<file path="config.mk">
export PLATFORM = sky130hd
export DESIGN_NAME = axil_host_master_flat
export DESIGN_NICKNAME = d
export VERILOG_FILES = /design/src/rtl/axil_pkg.sv /design/src/rtl/axil_host_master_if.sv /design/src/rtl/axil_host_master.sv /design/src/flat_wrapper.sv
export SDC_FILE = /design/constraint.sdc
export NUM_CORES = 1
export LEC_CHECK = 0
export CAP_MARGIN = 20
export CORE_MARGIN = 2
export CORE_UTILIZATION = 43
export DETAILED_ROUTE_END_ITERATION = 8
export PLACE_DENSITY = 0.75
export SYNTH_ARGS = -nofsm -noshare
export SYNTH_HDL_FRONTEND = slang
export SYNTH_SLANG_ARGS = --single-unit
</file>
<file path="constraint.sdc">
create_clock -name clk -period 2.2 [get_ports clk]
set_clock_uncertainty 0.1 [all_clocks]
set_input_delay 0.55 -clock clk [delete_from_list [all_inputs] [get_ports clk]]
set_output_delay 0.55 -clock clk [all_outputs]
set_load 0.01 [all_outputs]
</file>
<file path="src/rtl/axil_pkg.sv">
// rtl/axil_pkg.sv - shared AXI-Lite codes, host command ops, FSM states and GCP register map
package axil_pkg;

    typedef enum logic [1:0] {
        RESP_OKAY   = 2'b00,
        RESP_EXOKAY = 2'b01,
        RESP_SLVERR = 2'b10,
        RESP_DECERR = 2'b11
    } axi_resp_e;

    // Reserved encoding executes as a plain read.
    typedef enum logic [1:0] {
        OP_WRITE = 2'b00,
        OP_READ  = 2'b01,
        OP_POLL  = 2'b10,
        OP_RSVD  = 2'b11
    } cmd_op_e;

    typedef enum logic [2:0] {
        ST_IDLE,
        ST_WR,
        ST_WR_RESP,
        ST_RD_ADDR,
        ST_RD_DATA,
        ST_POLL_WAIT,
        ST_RSP
    } state_e;

    localparam logic [11:0] GCP_CTRL       = 12'h000;
    localparam logic [11:0] GCP_STATUS     = 12'h004;
    localparam logic [11:0] GCP_IRQ_EN     = 12'h008;
    localparam logic [11:0] GCP_IRQ_STATUS = 12'h00C;
    localparam logic [11:0] GCP_TPC_BASE   = 12'h100;
    localparam logic [11:0] GCP_TPC_STRIDE = 12'h010;

endpackage

</file>
<file path="src/rtl/axil_host_master_if.sv">
// rtl/axil_host_master_if.sv - AXI-Lite bus between the host master and a register slave
interface axil_host_master_if #(
    parameter int ADDR_W = 12,
    parameter int DATA_W = 32
);
    logic [ADDR_W-1:0]   m_axi_awaddr;
    logic                m_axi_awvalid;
    logic                m_axi_awready;
    logic [DATA_W-1:0]   m_axi_wdata;
    logic [DATA_W/8-1:0] m_axi_wstrb;
    logic                m_axi_wvalid;
    logic                m_axi_wready;
    logic [1:0]          m_axi_bresp;
    logic                m_axi_bvalid;
    logic                m_axi_bready;
    logic [ADDR_W-1:0]   m_axi_araddr;
    logic                m_axi_arvalid;
    logic                m_axi_arready;
    logic [DATA_W-1:0]   m_axi_rdata;
    logic [1:0]          m_axi_rresp;
    logic                m_axi_rvalid;
    logic                m_axi_rready;

    modport master (
        output m_axi_awaddr, m_axi_awvalid, m_axi_wdata, m_axi_wstrb, m_axi_wvalid,
        output m_axi_bready, m_axi_araddr, m_axi_arvalid, m_axi_rready,
        input  m_axi_awready, m_axi_wready, m_axi_bresp, m_axi_bvalid,
        input  m_axi_arready, m_axi_rdata, m_axi_rresp, m_axi_rvalid
    );

    modport slave (
        input  m_axi_awaddr, m_axi_awvalid, m_axi_wdata, m_axi_wstrb, m_axi_wvalid,
        input  m_axi_bready, m_axi_araddr, m_axi_arvalid, m_axi_rready,
        output m_axi_awready, m_axi_wready, m_axi_bresp, m_axi_bvalid,
        output m_axi_arready, m_axi_rdata, m_axi_rresp, m_axi_rvalid
    );
endinterface

</file>
<file path="src/rtl/axil_host_master.sv">
// rtl/axil_host_master.sv - host command to AXI-Lite write/read/poll master, one command in flight
module axil_host_master
    import axil_pkg::*;
#(
    parameter int AXI_ADDR_W = 12,
    parameter int AXI_DATA_W = 32,
    parameter int POLL_MAX   = 1024,
    parameter int POLL_GAP   = 16
) (
    input  logic                  clk,
    input  logic                  rst_n,
    input  logic                  cmd_valid,
    output logic                  cmd_ready,
    input  logic [1:0]            cmd_op,
    input  logic [AXI_ADDR_W-1:0] cmd_addr,
    input  logic [AXI_DATA_W-1:0] cmd_data,
    input  logic [AXI_DATA_W-1:0] cmd_mask,
    output logic                  rsp_valid,
    input  logic                  rsp_ready,
    output logic [AXI_DATA_W-1:0] rsp_data,
    output logic [1:0]            rsp_resp,
    output logic                  rsp_timeout,
    output logic                  busy,
    axil_host_master_if.master    axi
);

    localparam int ATT_W = $clog2(POLL_MAX + 1);
    localparam int GAP_W = (POLL_GAP > 0) ? $clog2(POLL_GAP + 1) : 1;
    localparam logic [ATT_W-1:0] ATT_LAST = ATT_W'(POLL_MAX);
    localparam logic [GAP_W-1:0] GAP_LAST = GAP_W'((POLL_GAP > 0) ? POLL_GAP - 1 : 0);

    state_e                state;
    cmd_op_e               op_q;
    logic [AXI_DATA_W-1:0] data_q;
    logic [AXI_DATA_W-1:0] mask_q;
    logic [ATT_W-1:0]      attempts;
    logic [GAP_W-1:0]      gap_cnt;

    logic [AXI_ADDR_W-1:0] awaddr;
    logic                  awvalid;
    logic [AXI_DATA_W-1:0] wdata;
    logic                  wvalid;
    logic                  bready;
    logic [AXI_ADDR_W-1:0] araddr;
    logic                  arvalid;
    logic                  rready;
    logic                  poll_hit;

    assign cmd_ready = (state == ST_IDLE);
    assign busy      = !cmd_ready;

    assign axi.m_axi_awaddr  = awaddr;
    assign axi.m_axi_awvalid = awvalid;
    assign axi.m_axi_wdata   = wdata;
    assign axi.m_axi_wstrb   = '1;
    assign axi.m_axi_wvalid  = wvalid;
    assign axi.m_axi_bready  = bready;
    assign axi.m_axi_araddr  = araddr;
    assign axi.m_axi_arvalid = arvalid;
    assign axi.m_axi_rready  = rready;

    assign poll_hit = ((axi.m_axi_rdata ^ data_q) & mask_q) == '0;

    always_ff @(posedge clk or negedge rst_n) begin
        if (!rst_n) begin
            state       <= ST_IDLE;
            op_q        <= OP_WRITE;
            data_q      <= '0;
            mask_q      <= '0;
            attempts    <= '0;
            gap_cnt     <= '0;
            awaddr      <= '0;
            awvalid     <= 1'b0;
            wdata       <= '0;
            wvalid      <= 1'b0;
            bready      <= 1'b0;
            araddr      <= '0;
            arvalid     <= 1'b0;
            rready      <= 1'b0;
            rsp_valid   <= 1'b0;
            rsp_data    <= '0;
            rsp_resp    <= '0;
            rsp_timeout <= 1'b0;
        end else begin
            unique case (state)
                ST_IDLE: begin
                    if (cmd_valid) begin
                        op_q     <= cmd_op_e'(cmd_op);
                        data_q   <= cmd_data;
                        mask_q   <= cmd_mask;
                        attempts <= '0;
                        if (cmd_op_e'(cmd_op) == OP_WRITE) begin
                            awaddr  <= cmd_addr;
                            wdata   <= cmd_data;
                            awvalid <= 1'b1;
                            wvalid  <= 1'b1;
                            state   <= ST_WR;
                        end else begin
                            araddr  <= cmd_addr;
                            arvalid <= 1'b1;
                            state   <= ST_RD_ADDR;
                        end
                    end
                end

                // AW and W retire independently; a channel already done counts as complete.
                ST_WR: begin
                    if (awvalid && axi.m_axi_awready) awvalid <= 1'b0;
                    if (wvalid && axi.m_axi_wready)   wvalid  <= 1'b0;
                    if ((!awvalid || axi.m_axi_awready) && (!wvalid || axi.m_axi_wready)) begin
                        bready <= 1'b1;
                        state  <= ST_WR_RESP;
                    end
                end

                ST_WR_RESP: begin
                    if (axi.m_axi_bvalid && bready) begin
                        bready      <= 1'b0;
                        rsp_resp    <= axi.m_axi_bresp;
                        rsp_data    <= '0;
                        rsp_timeout <= 1'b0;
                        rsp_valid   <= 1'b1;
                        state       <= ST_RSP;
                    end
                end

                ST_RD_ADDR: begin
                    if (axi.m_axi_arready) begin
                        arvalid  <= 1'b0;
                        rready   <= 1'b1;
                        attempts <= attempts + 1'b1;
                        state    <= ST_RD_DATA;
                    end
                end

                // Error responses and matches end a poll before the attempt limit is considered.
                ST_RD_DATA: begin
                    if (axi.m_axi_rvalid && rready) begin
                        rready      <= 1'b0;
                        rsp_data    <= axi.m_axi_rdata;
                        rsp_resp    <= axi.m_axi_rresp;
                        rsp_timeout <= 1'b0;
                        if (op_q != OP_POLL || axi.m_axi_rresp != RESP_OKAY || poll_hit) begin
                            rsp_valid <= 1'b1;
                            state     <= ST_RSP;
                        end else if (attempts == ATT_LAST) begin
                            rsp_timeout <= 1'b1;
                            rsp_valid   <= 1'b1;
                            state       <= ST_RSP;
                        end else if (POLL_GAP == 0) begin
                            arvalid <= 1'b1;
                            state   <= ST_RD_ADDR;
                        end else begin
                            gap_cnt <= '0;
                            state   <= ST_POLL_WAIT;
                        end
                    end
                end

                ST_POLL_WAIT: begin
                    if (gap_cnt == GAP_LAST) begin
                        arvalid <= 1'b1;
                        state   <= ST_RD_ADDR;
                    end else begin
                        gap_cnt <= gap_cnt + 1'b1;
                    end
                end

                ST_RSP: begin
                    if (rsp_ready) begin
                        rsp_valid <= 1'b0;
                        state     <= ST_IDLE;
                    end
                end

                default: state <= ST_IDLE;
            endcase
        end
    end

endmodule

</file>
<file path="src/flat_wrapper.sv">
// flat-port wrapper written by rule: the top's interface ports become plain ports
module axil_host_master_flat import axil_pkg::*;
#(
    parameter int AXI_ADDR_W = 12,
    parameter int AXI_DATA_W = 32,
    parameter int POLL_MAX   = 1024,
    parameter int POLL_GAP   = 16
)
  (clk, rst_n, cmd_valid, cmd_ready, cmd_op, cmd_addr, cmd_data, cmd_mask, rsp_valid, rsp_ready, rsp_data, rsp_resp, rsp_timeout, busy, axi_m_axi_awaddr, axi_m_axi_awvalid, axi_m_axi_wdata, axi_m_axi_wstrb, axi_m_axi_wvalid, axi_m_axi_bready, axi_m_axi_araddr, axi_m_axi_arvalid, axi_m_axi_rready, axi_m_axi_awready, axi_m_axi_wready, axi_m_axi_bresp, axi_m_axi_bvalid, axi_m_axi_arready, axi_m_axi_rdata, axi_m_axi_rresp, axi_m_axi_rvalid);
  axil_host_master_if #(.ADDR_W((12)), .DATA_W((32))) axi_i ();
  input  logic clk;
  input  logic rst_n;
  input  logic cmd_valid;
  output logic cmd_ready;
  input  logic [1:0] cmd_op;
  input  logic [AXI_ADDR_W-1:0] cmd_addr;
  input  logic [AXI_DATA_W-1:0] cmd_data;
  input  logic [AXI_DATA_W-1:0] cmd_mask;
  output logic rsp_valid;
  input  logic rsp_ready;
  output logic [AXI_DATA_W-1:0] rsp_data;
  output logic [1:0] rsp_resp;
  output logic rsp_timeout;
  output logic busy;
  output wire logic [$bits(axi_i.m_axi_awaddr)-1:0] axi_m_axi_awaddr;
  output wire logic [$bits(axi_i.m_axi_awvalid)-1:0] axi_m_axi_awvalid;
  output wire logic [$bits(axi_i.m_axi_wdata)-1:0] axi_m_axi_wdata;
  output wire logic [$bits(axi_i.m_axi_wstrb)-1:0] axi_m_axi_wstrb;
  output wire logic [$bits(axi_i.m_axi_wvalid)-1:0] axi_m_axi_wvalid;
  output wire logic [$bits(axi_i.m_axi_bready)-1:0] axi_m_axi_bready;
  output wire logic [$bits(axi_i.m_axi_araddr)-1:0] axi_m_axi_araddr;
  output wire logic [$bits(axi_i.m_axi_arvalid)-1:0] axi_m_axi_arvalid;
  output wire logic [$bits(axi_i.m_axi_rready)-1:0] axi_m_axi_rready;
  input wire logic [$bits(axi_i.m_axi_awready)-1:0] axi_m_axi_awready;
  input wire logic [$bits(axi_i.m_axi_wready)-1:0] axi_m_axi_wready;
  input wire logic [$bits(axi_i.m_axi_bresp)-1:0] axi_m_axi_bresp;
  input wire logic [$bits(axi_i.m_axi_bvalid)-1:0] axi_m_axi_bvalid;
  input wire logic [$bits(axi_i.m_axi_arready)-1:0] axi_m_axi_arready;
  input wire logic [$bits(axi_i.m_axi_rdata)-1:0] axi_m_axi_rdata;
  input wire logic [$bits(axi_i.m_axi_rresp)-1:0] axi_m_axi_rresp;
  input wire logic [$bits(axi_i.m_axi_rvalid)-1:0] axi_m_axi_rvalid;
  assign axi_m_axi_awaddr = axi_i.m_axi_awaddr;
  assign axi_m_axi_awvalid = axi_i.m_axi_awvalid;
  assign axi_m_axi_wdata = axi_i.m_axi_wdata;
  assign axi_m_axi_wstrb = axi_i.m_axi_wstrb;
  assign axi_m_axi_wvalid = axi_i.m_axi_wvalid;
  assign axi_m_axi_bready = axi_i.m_axi_bready;
  assign axi_m_axi_araddr = axi_i.m_axi_araddr;
  assign axi_m_axi_arvalid = axi_i.m_axi_arvalid;
  assign axi_m_axi_rready = axi_i.m_axi_rready;
  assign axi_i.m_axi_awready = axi_m_axi_awready;
  assign axi_i.m_axi_wready = axi_m_axi_wready;
  assign axi_i.m_axi_bresp = axi_m_axi_bresp;
  assign axi_i.m_axi_bvalid = axi_m_axi_bvalid;
  assign axi_i.m_axi_arready = axi_m_axi_arready;
  assign axi_i.m_axi_rdata = axi_m_axi_rdata;
  assign axi_i.m_axi_rresp = axi_m_axi_rresp;
  assign axi_i.m_axi_rvalid = axi_m_axi_rvalid;
  axil_host_master #(.AXI_ADDR_W(AXI_ADDR_W), .AXI_DATA_W(AXI_DATA_W), .POLL_MAX(POLL_MAX), .POLL_GAP(POLL_GAP)) u_core (.clk(clk), .rst_n(rst_n), .cmd_valid(cmd_valid), .cmd_ready(cmd_ready), .cmd_op(cmd_op), .cmd_addr(cmd_addr), .cmd_data(cmd_data), .cmd_mask(cmd_mask), .rsp_valid(rsp_valid), .rsp_ready(rsp_ready), .rsp_data(rsp_data), .rsp_resp(rsp_resp), .rsp_timeout(rsp_timeout), .busy(busy), .axi(axi_i));
endmodule
</file>
==> results of run 1 <==
-- per-stage QoR --
stage	worst slack [ns]	power, mW	util [%]	TNS [ns]
floorplan	0.0850	8.76	-	0
global placement	-0.614	11.7	59.3	-31.31
detailed placement	-0.554	12.0	59.3	-31.41
CTS	0.00133	15.3	63.0	0
global route	-0.0133	16.1	63.4	-0.0133
finish	0.0388	15.3	63.4	0
-- where the power goes --
group | internal, mW | switching [mW]
registers | 4.87 | 0.949
clock network | 1.93 | 1.28
logic | 3.70 | 2.58
total | 10.5 | 4.81
-- cells by family after synthesis --
logic type      after synthesis  synth area share [%]
xor+xnor                     40                  4.53
simple gates                104                  7.09
flops                       182                  58.9
mux                         125                  18.1
fa+ha+maj                     4                 0.647
other cells                   1                0.0485
compound gates               89                  8.28
buf+inv                      39                  2.38
-- sequential cells by signal (all words and copies together), names as in the netlist, 2 cells and up --
register and flops:
u_core.data_q 32, u_core.state 3, u_core.gap_cnt 5, u_core.attempts 11, u_core.axi.m_axi_awaddr 12, u_core.op_q 2, u_core.axi.m_axi_wdata 32, u_core.rsp_data 32
u_core.rsp_resp 2, u_core.axi.m_axi_araddr 12, u_core.mask_q 32
-- layout make-up --
class	instances	area, sq um
multi-input combinational	366	3100
fill	1344	6510
tap	229	287
inverter	9	33.8
sequential	182	4560
timing repair buffer	267	2670
clock buffer	20	447
clock inverter	12	176
-- worst max-delay path by stage --
stage | from | end | slack (ns)
floorplan | u_core.gap_cnt[0] | u_core.gap_cnt[2] | 0.08
global placement | axi_m_axi_rdata[31] | u_core.state[0] | -0.61
detailed placement | axi_m_axi_rdata[28] | u_core.state[0] | -0.55
CTS | axi_m_axi_rdata[12] | u_core.state[0] | 0.001
global route | u_core.gap_cnt[1] | u_core.state[1] | -0.01
finish | axi_m_axi_rdata[14] | u_core.state[1] | 0.04
-- cell usage after synthesis, drive strengths merged --
cell type / number
nand3b: 1
nor3: 4
o21ai: 19
a21oi: 12
xnor2: 2
a22o: 32
nand4b: 1
a211oi: 1
ha: 4
a21o: 1
clkbuf: 9
inv: 9
buf: 21
nor3b: 3
nand3: 4
o221a: 1
a32o: 1
nand4: 8
o22ai: 1
conb: 1
nand2: 35
dfrtp: 182
nor4: 3
o41ai: 1
nor4b: 5
nand2b: 4
or3: 2
mux2: 122
nor2: 21
o31ai: 3
nor2b: 6
and2b: 1
mux2i: 3
xor2: 38
and3b: 1
or3b: 1
and3: 4
a22oi: 17
-- critical path, delay by kind of cell --
family,cells,cell delay (ns)
compound gates,3,0.59
xor+xnor,1,0.36
buf+inv,2,0.65
simple gates,2,0.20
-- timing repair --
| item | 4_1_cts | 5_1_grt |
|---|---|---|
| hold buffers | 1 | 0 |
| pin swaps | 2 | 16 |
| endpoints found under the hold margin | 33 | 0 |
| buffers inserted | 1 | 0 |
| resized for setup | 11 | 17 |
| endpoints found under the setup margin | 10 | 10 |
| cloned | 0 | 0 |
-- per-layer routing --
metal | GRT usage, % | vias up | wire [um]
met2 | 35.5 | 170 | 10000
met4 | 8.38 | 0 | 571
met5 | 0 | - | 0
met3 | 6.34 | 40 | 1220
li1 | - | 2607 | -
met1 | 26.9 | 2858 | 8580
==> results.sh, run 1 <==
export IMPL_status="completed"
export IMPL_syn_cell_area_sq_um=7730
export IMPL_final_nets=970
export IMPL_place_congestion=0.825
export IMPL_avgRoutedWirePerCell_um=18.8
export IMPL_synth_seq_area_share_pct=58.9
export IMPL_worst_slew_margin_rel_pct=66.6
export IMPL_fp_coreArea_sq_um=17800
export IMPL_fp_dieW_um=138
export IMPL_drt_first_pass_iters=4
export IMPL_fmax_ghz=0.463
export IMPL_postSynthAreaPerCell_sq_um=13.2
export IMPL_start_util_pct=43.5
export IMPL_yosysWarnings=0
export IMPL_ant_nets=0
export IMPL_clk_pin_slew_ns=0.07
export IMPL_die_h_um=138
export IMPL_place_area_sq_um=10500
export IMPL_vias=5675
export IMPL_io_buffer_count=221
export IMPL_cts_htree_levels=4
export IMPL_rows=49
export IMPL_hold_class="input port to flip-flop"
export IMPL_crit_path_end_kind="flip-flop"
export IMPL_finalInstanceArea_sq_um=11300
export IMPL_reg2reg_depth=9
export IMPL_path_class="input port to flip-flop"
export IMPL_hold_viol_final=0
export IMPL_synth_seq_cells=182
export IMPL_clkLatencyLatePin_ns=0.43
export IMPL_arrival_ns=2.36
export IMPL_maxSlewViolCount=0
export IMPL_yosysTopAreaCellShare_pct=58.9
export IMPL_slowest_delay_ns=0.50
export IMPL_diodes=0
export IMPL_r2r_end="u_core.state[1]"
export IMPL_final_common_cell="clkdlybuf4s50_1"
export IMPL_final_setup_viol_count=0
export IMPL_dieArea_sq_um=19100
export IMPL_hpwl_um=15100
export IMPL_crit_chain="clkdlybuf4s50_1, xor2_1, a22oi_1, nand4_1, nor4_2, buf_4, o31ai_1, o31ai_2"
export IMPL_cap_violations=0
export IMPL_synthTopCellsByArea="dfrtp_1 (59%), mux2_2 (18%), xor2_1 (4.3%)"
export IMPL_hold_path_cell_count=2
export IMPL_hp_start="axi_m_axi_rdata[31]"
export IMPL_worstMarginPinSlew_ns=0.501
export IMPL_clock_sinks=182
export IMPL_clock_path_buffers=2
export IMPL_wl_um=20400
export IMPL_cts_buffers=17
export IMPL_grt_max_degree=67
export IMPL_whs_ns=0.354
export IMPL_rsz0062_at_grt="true"
export IMPL_syn_to_final_growth_pct=45.7
export IMPL_drcViolationCount=0
export IMPL_overflow=0
export IMPL_final_cell_mix="clkdlybuf4s50_1 (215), dfrtp_1 (180), mux2_2 (122), xor2_1 (38), buf_4 (36)"
export IMPL_io_pins=226
export IMPL_synth_top_cell_by_area="dfrtp_1"
export IMPL_grtUsageTotal_pct=21.5
export IMPL_yosys_cell_types_count=43
export IMPL_dp_cells=1051
export IMPL_stdcell_count=1085
export IMPL_r2r_setup_slack_ns=0.10
export IMPL_cp_max_fo=3
export IMPL_worstPathRequired_ns=2.40
export IMPL_vdd_ir_drop_max_mv=0.704
export IMPL_crit_path_start_kind="input port"
export IMPL_min_period_ns=2.16
export IMPL_cts_tree="yes"
export IMPL_grt_pass1_wl_um=32700
export IMPL_power_density_nw_per_um2=1360
export IMPL_cts_root_buffer="clkbuf_16"
export IMPL_grt_pass1_vias=6134
export IMPL_final_period_utilization_pct=98.2
export IMPL_p_leak_nw=4.91
export IMPL_drt_first_iter_violations=216
export IMPL_worstReg2RegStart="u_core.gap_cnt[0]"
export IMPL_cpMaxStageDelayCell="clkdlybuf4s50_1"
export IMPL_antenna_found_initial=0
export IMPL_layout_drive_gt1_share_pct=25.9
export IMPL_hold_end="u_core.rsp_data[31]"
export IMPL_syn_inst=584
export IMPL_vias_per_cell=5.23
Power figures use the tool's default switching activity.
==> run 2: changes to the inputs <==
Settings changed: SLEW_MARGIN set to 20.
==> results of run 2 <==
No change in the layout: final DEF, timing and power equal those of run 1.
==> run 3: changes to the inputs <==
Settings changed: MAX_ROUTING_LAYER set to met4.
==> results.sh, run 3 (synthesis results as in run 1) <==
export IMPL_power_density_nw_per_um2=1330
export IMPL_io_buffer_count=221
export IMPL_drt_first_iter_violations=250
export IMPL_start_util_pct=43.5
export IMPL_grt_max_degree=67
export IMPL_wl_um=20400
export IMPL_clk_pin_slew_ns=0.07
export IMPL_hold_viol_final=0
export IMPL_ant_nets=0
export IMPL_grt_pass1_vias=6168
export IMPL_hold_class="input port to flip-flop"
export IMPL_whs_ns=0.334
export IMPL_fp_dieW_um=138
export IMPL_vias=5622
export IMPL_arrival_ns=2.36
export IMPL_r2r_end="u_core.state[1]"
export IMPL_crit_path_end_kind="flip-flop"
export IMPL_r2r_setup_slack_ns=0.04
export IMPL_worstReg2RegStart="u_core.gap_cnt[0]"
export IMPL_hpwl_um=14900
export IMPL_rsz0062_at_grt="true"
export IMPL_avgRoutedWirePerCell_um=18.7
export IMPL_cap_violations=0
export IMPL_min_period_ns=2.16
export IMPL_vias_per_cell=5.16
export IMPL_grtUsageTotal_pct=22.1
export IMPL_p_leak_nw=5.02
export IMPL_die_h_um=138
export IMPL_io_pins=226
export IMPL_antenna_found_initial=1
export IMPL_reg2reg_depth=9
export IMPL_cts_buffers=17
export IMPL_dp_slack_ns=-0.624
export IMPL_final_common_cell="clkdlybuf4s50_1"
export IMPL_dieArea_sq_um=19100
export IMPL_cts_tree="yes"
export IMPL_rows=49
export IMPL_cp_max_fo=5
export IMPL_final_nets=973
export IMPL_vdd_ir_drop_max_mv=0.738
export IMPL_setup_tns_ns=0
export IMPL_worstPathRequired_ns=2.40
export IMPL_clkLatencyLatePin_ns=0.42
export IMPL_syn_to_final_growth_pct=46.3
export IMPL_crit_end="u_core.state[1]"
export IMPL_maxSlewViolCount=0
export IMPL_overflow=0
export IMPL_final_setup_viol_count=0
export IMPL_fmax_ghz=0.463
export IMPL_cts_htree_levels=4
export IMPL_place_congestion=0.872
export IMPL_clock_path_buffers=2
export IMPL_layout_drive_gt1_share_pct=26.9
export IMPL_power_mw=15.0
export IMPL_drcViolationCount=0
export IMPL_path_class="flip-flop to flip-flop"
export IMPL_fin_ws_ns=0.0396
export IMPL_clock_sinks=182
export IMPL_grt_pass1_wl_um=32400
export IMPL_status="completed"
export IMPL_crit_path_start_kind="flip-flop"
export IMPL_final_cell_mix="clkdlybuf4s50_1 (201), dfrtp_1 (182), mux2_2 (122), buf_4 (39), xor2_1 (35)"
export IMPL_fp_coreArea_sq_um=17800
export IMPL_drt_first_pass_iters=4
export IMPL_crit_start="u_core.gap_cnt[0]"
export IMPL_final_period_utilization_pct=98.2
export IMPL_utilization_pct=63.7
export IMPL_cts_root_buffer="clkbuf_16"
[run 3: worst max-delay path, cell delays in order, from the launching register on]
cell and delay, ns:
dfrtp_1 0.36, ha_2 0.20, and3_4 0.19, ha_4 0.13, nor3b_1 0.04, o21ai_1 0.14
o21ai_1 0.12, or3_4 0.42, a211oi_2 0.25, o31ai_2 0.10
[run 3: where the power goes]
group	switching, mW	internal (mW)
Combinational	2.60	3.75
Clock	1.29	1.57
Sequential	0.949	4.86
Total	4.84	10.2
[run 3: how the worst min path moves through the flow]
stage,from,end,cells past startpoint
floorplan,rst_n,u_core.attempts[0],0
global placement,rst_n,u_core.axi.m_axi_awaddr[4],1
detailed placement,rst_n,u_core.axi.m_axi_awaddr[1],1
CTS,u_core.rsp_resp[1],u_core.rsp_resp[1],2
global route,axi_m_axi_rdata[4],u_core.rsp_data[4],2
finish,axi_m_axi_rdata[4],u_core.rsp_data[4],2
[run 3: metrics by stage]
step	cells	cell area [sq um]
6_report	1089	11300
5_1_grt	1089	11300
4_1_cts	1085	11200
3_5_place_dp	1050	10500
3_3_place_gp	1050	10500
2_1_floorplan	587	7750
[run 3: timing repair]
item | 4_1_cts | 5_1_grt
endpoints found under the hold margin | 33 | 0
hold buffers | 1 | 0
setup endpoints to repair | 11 | 43
pin swaps | 5 | 24
setup buffers | 2 | 3
gates resized for setup | 13 | 36
[run 3: layout make-up]
class | count | area (sq um)
diodes | 1 | 2.50
fillers | 1353 | 6460
clock inverters | 13 | 124
repair buffers | 270 | 2730
multi-input cells | 366 | 3160
inverters | 9 | 33.8
flip-flops and latches | 182 | 4550
well taps | 229 | 287
clock buffers | 19 | 433
[run 3: layer usage]
layer | global-route usage, % | share of wire (%) | up-vias
met4 | 6.61 | 1.7 | 0
met1 | 27.2 | 43 | 2838
met2 | 36.9 | 51 | 155
li1 | - | - | 2605
met3 | 4.92 | 4.7 | 24
met5 | - | 0 | -
